--- src/rtl/mdio_pkg.sv ---
// Shared types and constants for the clause-22 MDIO management master.
package mdio_pkg;

    typedef enum logic [2:0] {
        IDLE       = 3'd0,
        PREAMBLE   = 3'd1,
        HEADER     = 3'd2,
        TURNAROUND = 3'd3,
        DATA       = 3'd4,
        DONE       = 3'd5
    } mdio_state_e;

    localparam logic [1:0] MDIO_ST    = 2'b01;
    localparam logic [1:0] MDIO_OP_WR = 2'b01;
    localparam logic [1:0] MDIO_OP_RD = 2'b10;

    localparam int PREAMBLE_BITS = 32;
    localparam int HEADER_BITS   = 14;
    localparam int TA_BITS       = 2;
    localparam int DATA_BITS     = 16;

    // Everything after the preamble, MSB first; read frames carry ones where the pin is released.
    function automatic logic [31:0] mdio_frame(input logic write, input logic [4:0] phyad,
                                               input logic [4:0] regad, input logic [15:0] wdata);
        return {MDIO_ST, (write ? MDIO_OP_WR : MDIO_OP_RD), phyad, regad,
                (write ? 2'b10 : 2'b11), (write ? wdata : 16'hFFFF)};
    endfunction

endpackage

--- src/rtl/mdio_master_if.sv ---
// Command/response handshake between the MAC management block and the MDIO master.
interface mdio_master_if;
    logic        cmd_valid;
    logic        cmd_ready;
    logic        cmd_write;
    logic [4:0]  cmd_phy_addr;
    logic [4:0]  cmd_reg_addr;
    logic [15:0] cmd_wdata;
    logic        rsp_valid;
    logic [15:0] rsp_rdata;
    logic        rsp_err;

    modport master (
        output cmd_valid, cmd_write, cmd_phy_addr, cmd_reg_addr, cmd_wdata,
        input  cmd_ready, rsp_valid, rsp_rdata, rsp_err
    );

    modport slave (
        input  cmd_valid, cmd_write, cmd_phy_addr, cmd_reg_addr, cmd_wdata,
        output cmd_ready, rsp_valid, rsp_rdata, rsp_err
    );
endinterface

--- src/rtl/mdio_tick_gen.sv ---
// MDC half-period strobe generator; rise_tick marks the cycle before MDC goes high.
module mdio_tick_gen #(
    parameter int CLK_DIV = 50
) (
    input  logic clk,
    input  logic reset_n,
    input  logic enable,
    output logic rise_tick,
    output logic fall_tick
);
    logic [7:0] cnt_r;
    logic       phase_r;
    logic       half_s;

    // End of the current MDC half-period.
    always_comb begin
        half_s = enable && (cnt_r == 8'(CLK_DIV - 1));
    end

    assign rise_tick = half_s && !phase_r;
    assign fall_tick = half_s && phase_r;

    // Half-period counter, parked at zero whenever no frame is running.
    always_ff @(posedge clk) begin
        if (!reset_n || !enable) begin
            cnt_r   <= 8'd0;
            phase_r <= 1'b0;
        end else if (half_s) begin
            cnt_r   <= 8'd0;
            phase_r <= ~phase_r;
        end else begin
            cnt_r   <= cnt_r + 8'd1;
        end
    end
endmodule

--- src/rtl/mdio_master.sv ---
// Clause-22 MDIO master: one command handshake sequences a full read/write frame.
// Optional MDIO_PREAMBLE_SUPPRESS_EN adds cfg_no_preamble to skip the 32-bit preamble.
module mdio_master
    import mdio_pkg::*;
#(
    parameter int CLK_DIV = 50
) (
    input  logic         clk,
    input  logic         reset_n,
    mdio_master_if.slave bus,
`ifdef MDIO_PREAMBLE_SUPPRESS_EN
    input  logic         cfg_no_preamble,
`endif
    output logic         busy,
    output logic         mdc,
    output logic         mdio_o,
    output logic         mdio_oe,
    input  logic         mdio_i
);
    mdio_state_e state_r;
    logic [5:0]  bit_cnt_r;
    logic [31:0] tx_r;
    logic [15:0] rx_r;
    logic        write_r, ta_err_r;
    logic        cmd_ready_r, busy_r, mdc_r, mdio_o_r, mdio_oe_r;
    logic        rsp_valid_r, rsp_err_r;
    logic [15:0] rsp_rdata_r;
    logic        rise_s, fall_s, accept_s, skip_pre_s;
    logic [31:0] frame_s;

`ifdef MDIO_PREAMBLE_SUPPRESS_EN
    assign skip_pre_s = cfg_no_preamble;
`else
    assign skip_pre_s = 1'b0;
`endif

    assign accept_s = bus.cmd_valid && cmd_ready_r;
    assign frame_s  = mdio_frame(bus.cmd_write, bus.cmd_phy_addr, bus.cmd_reg_addr, bus.cmd_wdata);

    mdio_tick_gen #(.CLK_DIV(CLK_DIV)) u_tick (
        .clk       (clk),
        .reset_n   (reset_n),
        .enable    (busy_r),
        .rise_tick (rise_s),
        .fall_tick (fall_s)
    );

    // Frame sequencer: every pin change lands on an MDC tick, so all outputs are registers.
    always_ff @(posedge clk) begin
        if (!reset_n) begin
            state_r     <= IDLE;
            bit_cnt_r   <= 6'd0;
            tx_r        <= 32'd0;
            rx_r        <= 16'd0;
            write_r     <= 1'b0;
            ta_err_r    <= 1'b0;
            cmd_ready_r <= 1'b1;
            busy_r      <= 1'b0;
            mdc_r       <= 1'b0;
            mdio_o_r    <= 1'b1;
            mdio_oe_r   <= 1'b0;
            rsp_valid_r <= 1'b0;
            rsp_err_r   <= 1'b0;
            rsp_rdata_r <= 16'd0;
        end else begin
            rsp_valid_r <= 1'b0;
            if (rise_s) begin
                mdc_r <= 1'b1;
            end else if (fall_s) begin
                mdc_r <= 1'b0;
            end
            case (state_r)
                IDLE: begin
                    if (accept_s) begin
                        cmd_ready_r <= 1'b0;
                        busy_r      <= 1'b1;
                        mdio_oe_r   <= 1'b1;
                        write_r     <= bus.cmd_write;
                        bit_cnt_r   <= 6'd0;
                        if (skip_pre_s) begin
                            state_r  <= HEADER;
                            mdio_o_r <= frame_s[31];
                            tx_r     <= {frame_s[30:0], 1'b1};
                        end else begin
                            state_r  <= PREAMBLE;
                            mdio_o_r <= 1'b1;
                            tx_r     <= frame_s;
                        end
                    end
                end
                PREAMBLE: begin
                    if (fall_s) begin
                        if (bit_cnt_r == 6'(PREAMBLE_BITS - 1)) begin
                            state_r   <= HEADER;
                            bit_cnt_r <= 6'd0;
                            mdio_o_r  <= tx_r[31];
                            tx_r      <= {tx_r[30:0], 1'b1};
                        end else begin
                            bit_cnt_r <= bit_cnt_r + 6'd1;
                        end
                    end
                end
                HEADER: begin
                    if (fall_s) begin
                        mdio_o_r <= tx_r[31];
                        tx_r     <= {tx_r[30:0], 1'b1};
                        if (bit_cnt_r == 6'(HEADER_BITS - 1)) begin
                            state_r   <= TURNAROUND;
                            bit_cnt_r <= 6'd0;
                            mdio_oe_r <= write_r;
                        end else begin
                            bit_cnt_r <= bit_cnt_r + 6'd1;
                        end
                    end
                end
                TURNAROUND: begin
                    // A responding PHY pulls the second TA bit low; a floating bus reads 1.
                    if (rise_s && bit_cnt_r == 6'(TA_BITS - 1)) begin
                        ta_err_r <= mdio_i;
                    end
                    if (fall_s) begin
                        mdio_o_r <= tx_r[31];
                        tx_r     <= {tx_r[30:0], 1'b1};
                        if (bit_cnt_r == 6'(TA_BITS - 1)) begin
                            state_r   <= DATA;
                            bit_cnt_r <= 6'd0;
                        end else begin
                            bit_cnt_r <= bit_cnt_r + 6'd1;
                        end
                    end
                end
                DATA: begin
                    if (rise_s) begin
                        rx_r <= {rx_r[14:0], mdio_i};
                    end
                    if (fall_s) begin
                        if (bit_cnt_r == 6'(DATA_BITS - 1)) begin
                            state_r     <= DONE;
                            bit_cnt_r   <= 6'd0;
                            mdio_oe_r   <= 1'b0;
                            mdio_o_r    <= 1'b1;
                            rsp_valid_r <= 1'b1;
                            rsp_err_r   <= !write_r && ta_err_r;
                            if (!write_r) begin
                                rsp_rdata_r <= rx_r;
                            end
                        end else begin
                            mdio_o_r  <= tx_r[31];
                            tx_r      <= {tx_r[30:0], 1'b1};
                            bit_cnt_r <= bit_cnt_r + 6'd1;
                        end
                    end
                end
                DONE: begin
                    state_r     <= IDLE;
                    bit_cnt_r   <= 6'd0;
                    cmd_ready_r <= 1'b1;
                    busy_r      <= 1'b0;
                end
                default: begin
                    state_r     <= IDLE;
                    bit_cnt_r   <= 6'd0;
                    cmd_ready_r <= 1'b1;
                    busy_r      <= 1'b0;
                    mdc_r       <= 1'b0;
                    mdio_o_r    <= 1'b1;
                    mdio_oe_r   <= 1'b0;
                end
            endcase
        end
    end

    assign bus.cmd_ready = cmd_ready_r;
    assign bus.rsp_valid = rsp_valid_r;
    assign bus.rsp_rdata = rsp_rdata_r;
    assign bus.rsp_err   = rsp_err_r;
    assign busy          = busy_r;
    assign mdc           = mdc_r;
    assign mdio_o        = mdio_o_r;
    assign mdio_oe       = mdio_oe_r;
endmodule

--- src/flat_wrapper.sv ---
// flat-port wrapper written by rule: the top's interface ports become plain ports
module mdio_master_flat import mdio_pkg::*;
#(
    parameter int CLK_DIV = 50
)
  (clk, reset_n, busy, mdc, mdio_o, mdio_oe, mdio_i, bus_cmd_valid, bus_cmd_write, bus_cmd_phy_addr, bus_cmd_reg_addr, bus_cmd_wdata, bus_cmd_ready, bus_rsp_valid, bus_rsp_rdata, bus_rsp_err);
  mdio_master_if bus_i ();
  input  logic clk;
  input  logic reset_n;
  output logic busy;
  output logic mdc;
  output logic mdio_o;
  output logic mdio_oe;
  input  logic mdio_i;
  input wire logic [$bits(bus_i.cmd_valid)-1:0] bus_cmd_valid;
  input wire logic [$bits(bus_i.cmd_write)-1:0] bus_cmd_write;
  input wire logic [$bits(bus_i.cmd_phy_addr)-1:0] bus_cmd_phy_addr;
  input wire logic [$bits(bus_i.cmd_reg_addr)-1:0] bus_cmd_reg_addr;
  input wire logic [$bits(bus_i.cmd_wdata)-1:0] bus_cmd_wdata;
  output wire logic [$bits(bus_i.cmd_ready)-1:0] bus_cmd_ready;
  output wire logic [$bits(bus_i.rsp_valid)-1:0] bus_rsp_valid;
  output wire logic [$bits(bus_i.rsp_rdata)-1:0] bus_rsp_rdata;
  output wire logic [$bits(bus_i.rsp_err)-1:0] bus_rsp_err;
  assign bus_i.cmd_valid = bus_cmd_valid;
  assign bus_i.cmd_write = bus_cmd_write;
  assign bus_i.cmd_phy_addr = bus_cmd_phy_addr;
  assign bus_i.cmd_reg_addr = bus_cmd_reg_addr;
  assign bus_i.cmd_wdata = bus_cmd_wdata;
  assign bus_cmd_ready = bus_i.cmd_ready;
  assign bus_rsp_valid = bus_i.rsp_valid;
  assign bus_rsp_rdata = bus_i.rsp_rdata;
  assign bus_rsp_err = bus_i.rsp_err;
  mdio_master #(.CLK_DIV(CLK_DIV)) u_core (.clk(clk), .reset_n(reset_n), .bus(bus_i), .busy(busy), .mdc(mdc), .mdio_o(mdio_o), .mdio_oe(mdio_oe), .mdio_i(mdio_i));
endmodule
--- config.mk ---
export PLATFORM = sky130hd
export DESIGN_NAME = mdio_master_flat
export DESIGN_NICKNAME = d
export VERILOG_FILES = /design/src/rtl/mdio_pkg.sv /design/src/rtl/mdio_master_if.sv /design/src/rtl/mdio_tick_gen.sv /design/src/rtl/mdio_master.sv /design/src/flat_wrapper.sv
export SDC_FILE = /design/constraint.sdc
export NUM_CORES = 1
export LEC_CHECK = 0
export CAP_MARGIN = 20
export CORE_MARGIN = 1.5
export CORE_UTILIZATION = 45
export CTS_CLUSTER_SIZE = 12
export DETAILED_ROUTE_END_ITERATION = 8
export GPL_TIMING_DRIVEN = 0
export HOLD_SLACK_MARGIN = 0.1
export PLACE_DENSITY = 0.67
export SETUP_SLACK_MARGIN = 0.2
export SLEW_MARGIN = 20
export SYNTH_ARGS = -nofsm -noshare
export SYNTH_HDL_FRONTEND = slang
export SYNTH_SLANG_ARGS = --single-unit
export TNS_END_PERCENT = 10
--- constraint.sdc ---
create_clock -name clk -period 2.96 [get_ports clk]
set_clock_uncertainty 0.1 [all_clocks]
set_input_delay 0.74 -clock clk [delete_from_list [all_inputs] [get_ports clk]]
set_output_delay 0.74 -clock clk [all_outputs]
set_load 0.03 [all_outputs]
==> results.toml <==
[outcome]
status = "finished with violations"
failed_checks = "design-rule violations"

[logic_synthesis]
async_flop_share = 0
ys_seq_area_frac = 0.441
synthTopCellsByArea = "dfxtp_1 (44%), nand2_1 (11%), a21oi_1 (7.1%)"
ys.flop_type = "dfxtp_1"
avgSynthCellArea_sq_um = 8.36
synthesis.area_sq_mm = 0.00413
ys_ff_latch = 91
yosysTopAreaCellShare = 0.441
ys_types = 53
syn_inst = 494
yosys.area.top_type = "dfxtp_1"
synth_common_cells = "nand2_1 (120), dfxtp_1 (91), a21oi_1 (59)"
synth_warnings = 0
synth_edf_count = 0
synth_most_common_cell = "nand2_1"
synth_nets = 529

[route]
routed_wl_mm = 9.50
viasPerCell = 5.55
first_pass_iters = 7
drcViolationCount = 2
wire_per_inst_microns = 14.2
drt-initial-drc-count = 255
ant_nets = 0
vias = 3721

[cells_and_area]
final_layout_size_suffix_gt1_frac = 0.0694
fin_nets = 592
syn_to_final_growth_pct = 20.8
diodes = 0

[min_path]
worst_hold_path_type = "flip-flop to flip-flop"

[clock_tree]
root_buffer = "clkbuf_8"
postCtsHoldBufs = 0
cts.sinks = 91
clockBufferDepth = 2
cts_buffers = 9
cts_setup_buffers = 0
clk_pin_slew_worst_paths_ns = 0.10
cts_tree = "built"
clk_latency_ns = 0.35
cts_resized = 0
cts_max_level = 3

[timing]
fin_setup_tns_ns = 0
setup_viol = 0
rsz0062_at_grt = "false"
maxSlewHeadroom = 0.542
fmax_mhz = 394
hold_viol_final = 0
finalCritPeriodShare = 0.858
slew_viol_final = 0
min_period_ns = 2.54
tightest_slew_ns = 0.684

[power]
leakagePower_nw = 1.70
finalPower_mw = 2.69
vdd_drop_max_v = 0.000228
powerDensity_mw_per_mm2 = 539

[critical_path]
crit_fanout = 10
critPathLaunchType = "input port"
cp_num_buf_inv = 2
crit_chain = "clkdlybuf4s50_1 -> nand3_1 -> and3_1 -> buf_6 -> or4b_1 -> a31oi_1"
max_stage_delay_ns = 0.53
path_class = "input port to flip-flop"
end_kind = "flip-flop"
crit_required_ns = 3.13
slowest_stage = "clkdlybuf4s50_1"
cpLargestDelayFamily = "simple AND/OR/NAND/NOR gates"
cp.arrival_ns = 2.71

[global_routing]
grt_pass1_vias = 3507
grt_max_degree = 16
antenna_found_initial = 0
overflow = 0
track_usage = 0.203
grt_pass1_wl_mm = 16.4

[floorplanning]
core_sq_mm = 0.00881
initial_utilization = 0.469
die_width_microns = 98.8
rows = 34
pin_count = 54
die-area_sq_mm = 0.00976
die_h_microns = 98.8

[placement]
io_buffers = 52
post-dp-hpwl_mm = 6.77
gp_routability_congestion = 0.866

[job]
maxCapViolations = 0
==> metrics by stage <==
| step | setup WS (ns) | utilization | cell area [sq um] | hold slack, ns | cells |
|---|---|---|---|---|---|
| 4_1_cts | 0.482 | 0.567 | 4990 | 0.356 | 670 |
| 3_5_place_dp | 0.109 | 0.544 | 4790 | 0.344 | 654 |
| 6_report | 0.419 | 0.567 | 4990 | 0.354 | 670 |
| 3_3_place_gp | 0.137 | 0.544 | 4790 | 0.339 | 654 |
| 2_1_floorplan | 0.782 | - | 4130 | 0.330 | 494 |
| 5_1_grt | 0.227 | 0.567 | 4990 | 0.367 | 670 |
==> layout make-up <==
cell class	count	area, sq um
buffer	36	166
clock buffer	11	141
clock inverter	5	61.3
fill	871	3820
inverter	5	18.8
multi-input combinational	362	2120
sequential	91	1820
tap	108	135
timing repair buffer	52	520
==> layer usage <==
| layer | vias to the layer above | routed length, microns | global-route usage |
|---|---|---|---|
| met5 | - | 0 | 0 |
| met4 | 0 | 104 | 0.0516 |
| met3 | 11 | 384 | 0.0305 |
| met2 | 93 | 4510 | 0.350 |
| met1 | 1743 | 4500 | 0.266 |
| li1 | 1874 | - | - |
==> cell usage in the layout (no fill, tap or decap), types with 4 or more instances in the layout <==
master,count
a211oi_1,4
a21oi_1,59
a311oi_1,13
a31oi_1,6
and3_1,6
buf_2,9
clkbuf_1,22
clkbuf_8,10
clkdlybuf4s50_1,52
dfxtp_1,91
ha_1,4
inv_1,4
mux2i_1,20
nand2_1,120
nand3_1,8
nand3b_1,19
nor2_1,24
nor2b_1,4
nor3_1,4
o211ai_1,18
o21ai_0,4
xnor2_1,4
==> worst min-delay path: stages, from the launching register on <==
cell     delay (ns)
dfxtp_1        0.32
nand2_1        0.05
a21oi_1        0.05
==> sequential cells by signal, summed over array words and instances (netlist names), 3 cells and up <==
name	cells
u_core.bit_cnt_r	6
u_core.bus.rsp_rdata	16
u_core.rx_r	16
u_core.state_r	3
u_core.tx_r	32
u_core.u_tick.cnt_r	8
==> where the power goes <==
| part | internal, mW | total [mW] | leakage (nW) | switching (mW) |
|---|---|---|---|---|
| sequential | 1.30 | 1.35 | 0.740 | 0.0512 |
| clock | 0.419 | 0.863 | 0.104 | 0.444 |
| combinational | 0.198 | 0.471 | 0.852 | 0.272 |
| total | 1.92 | 2.69 | 1.70 | 0.768 |
==> logic make-up (layout without fill, tap and decap cells) <==
logic type / after synthesis / after routing / synth area share
muxes: 20 / 20 / 0.0485
buffers and inverters: 41 / 109 / 0.0448
adders and majority gates: 4 / 4 / 0.0121
DFF: 91 / 91 / 0.441
xor gates and xnor gates: 7 / 7 / 0.0148
and+or+nand+nor: 214 / 214 / 0.257
AOI/OAI and AO/OA: 117 / 117 / 0.182
==> final timing paths <==
kind	startpoint	to	slack (ns)	cells past startpoint
hold reg to reg	u_core.bus.rsp_rdata[8]$_SDFFE_PN0P_	u_core.bus.rsp_rdata[8]$_SDFFE_PN0P_	0.35	2
hold / removal	u_core.bus.rsp_rdata[8]$_SDFFE_PN0P_	u_core.bus.rsp_rdata[8]$_SDFFE_PN0P_	0.35	2
setup reg to reg	u_core.bit_cnt_r[0]$_SDFFE_PN0P_	u_core.tx_r[24]$_SDFFE_PN0P_	0.53	6
setup / recovery	bus_cmd_valid	u_core.bit_cnt_r[5]$_SDFFE_PN0P_	0.42	6
Note: power is estimated with default switching activity, not from simulation.
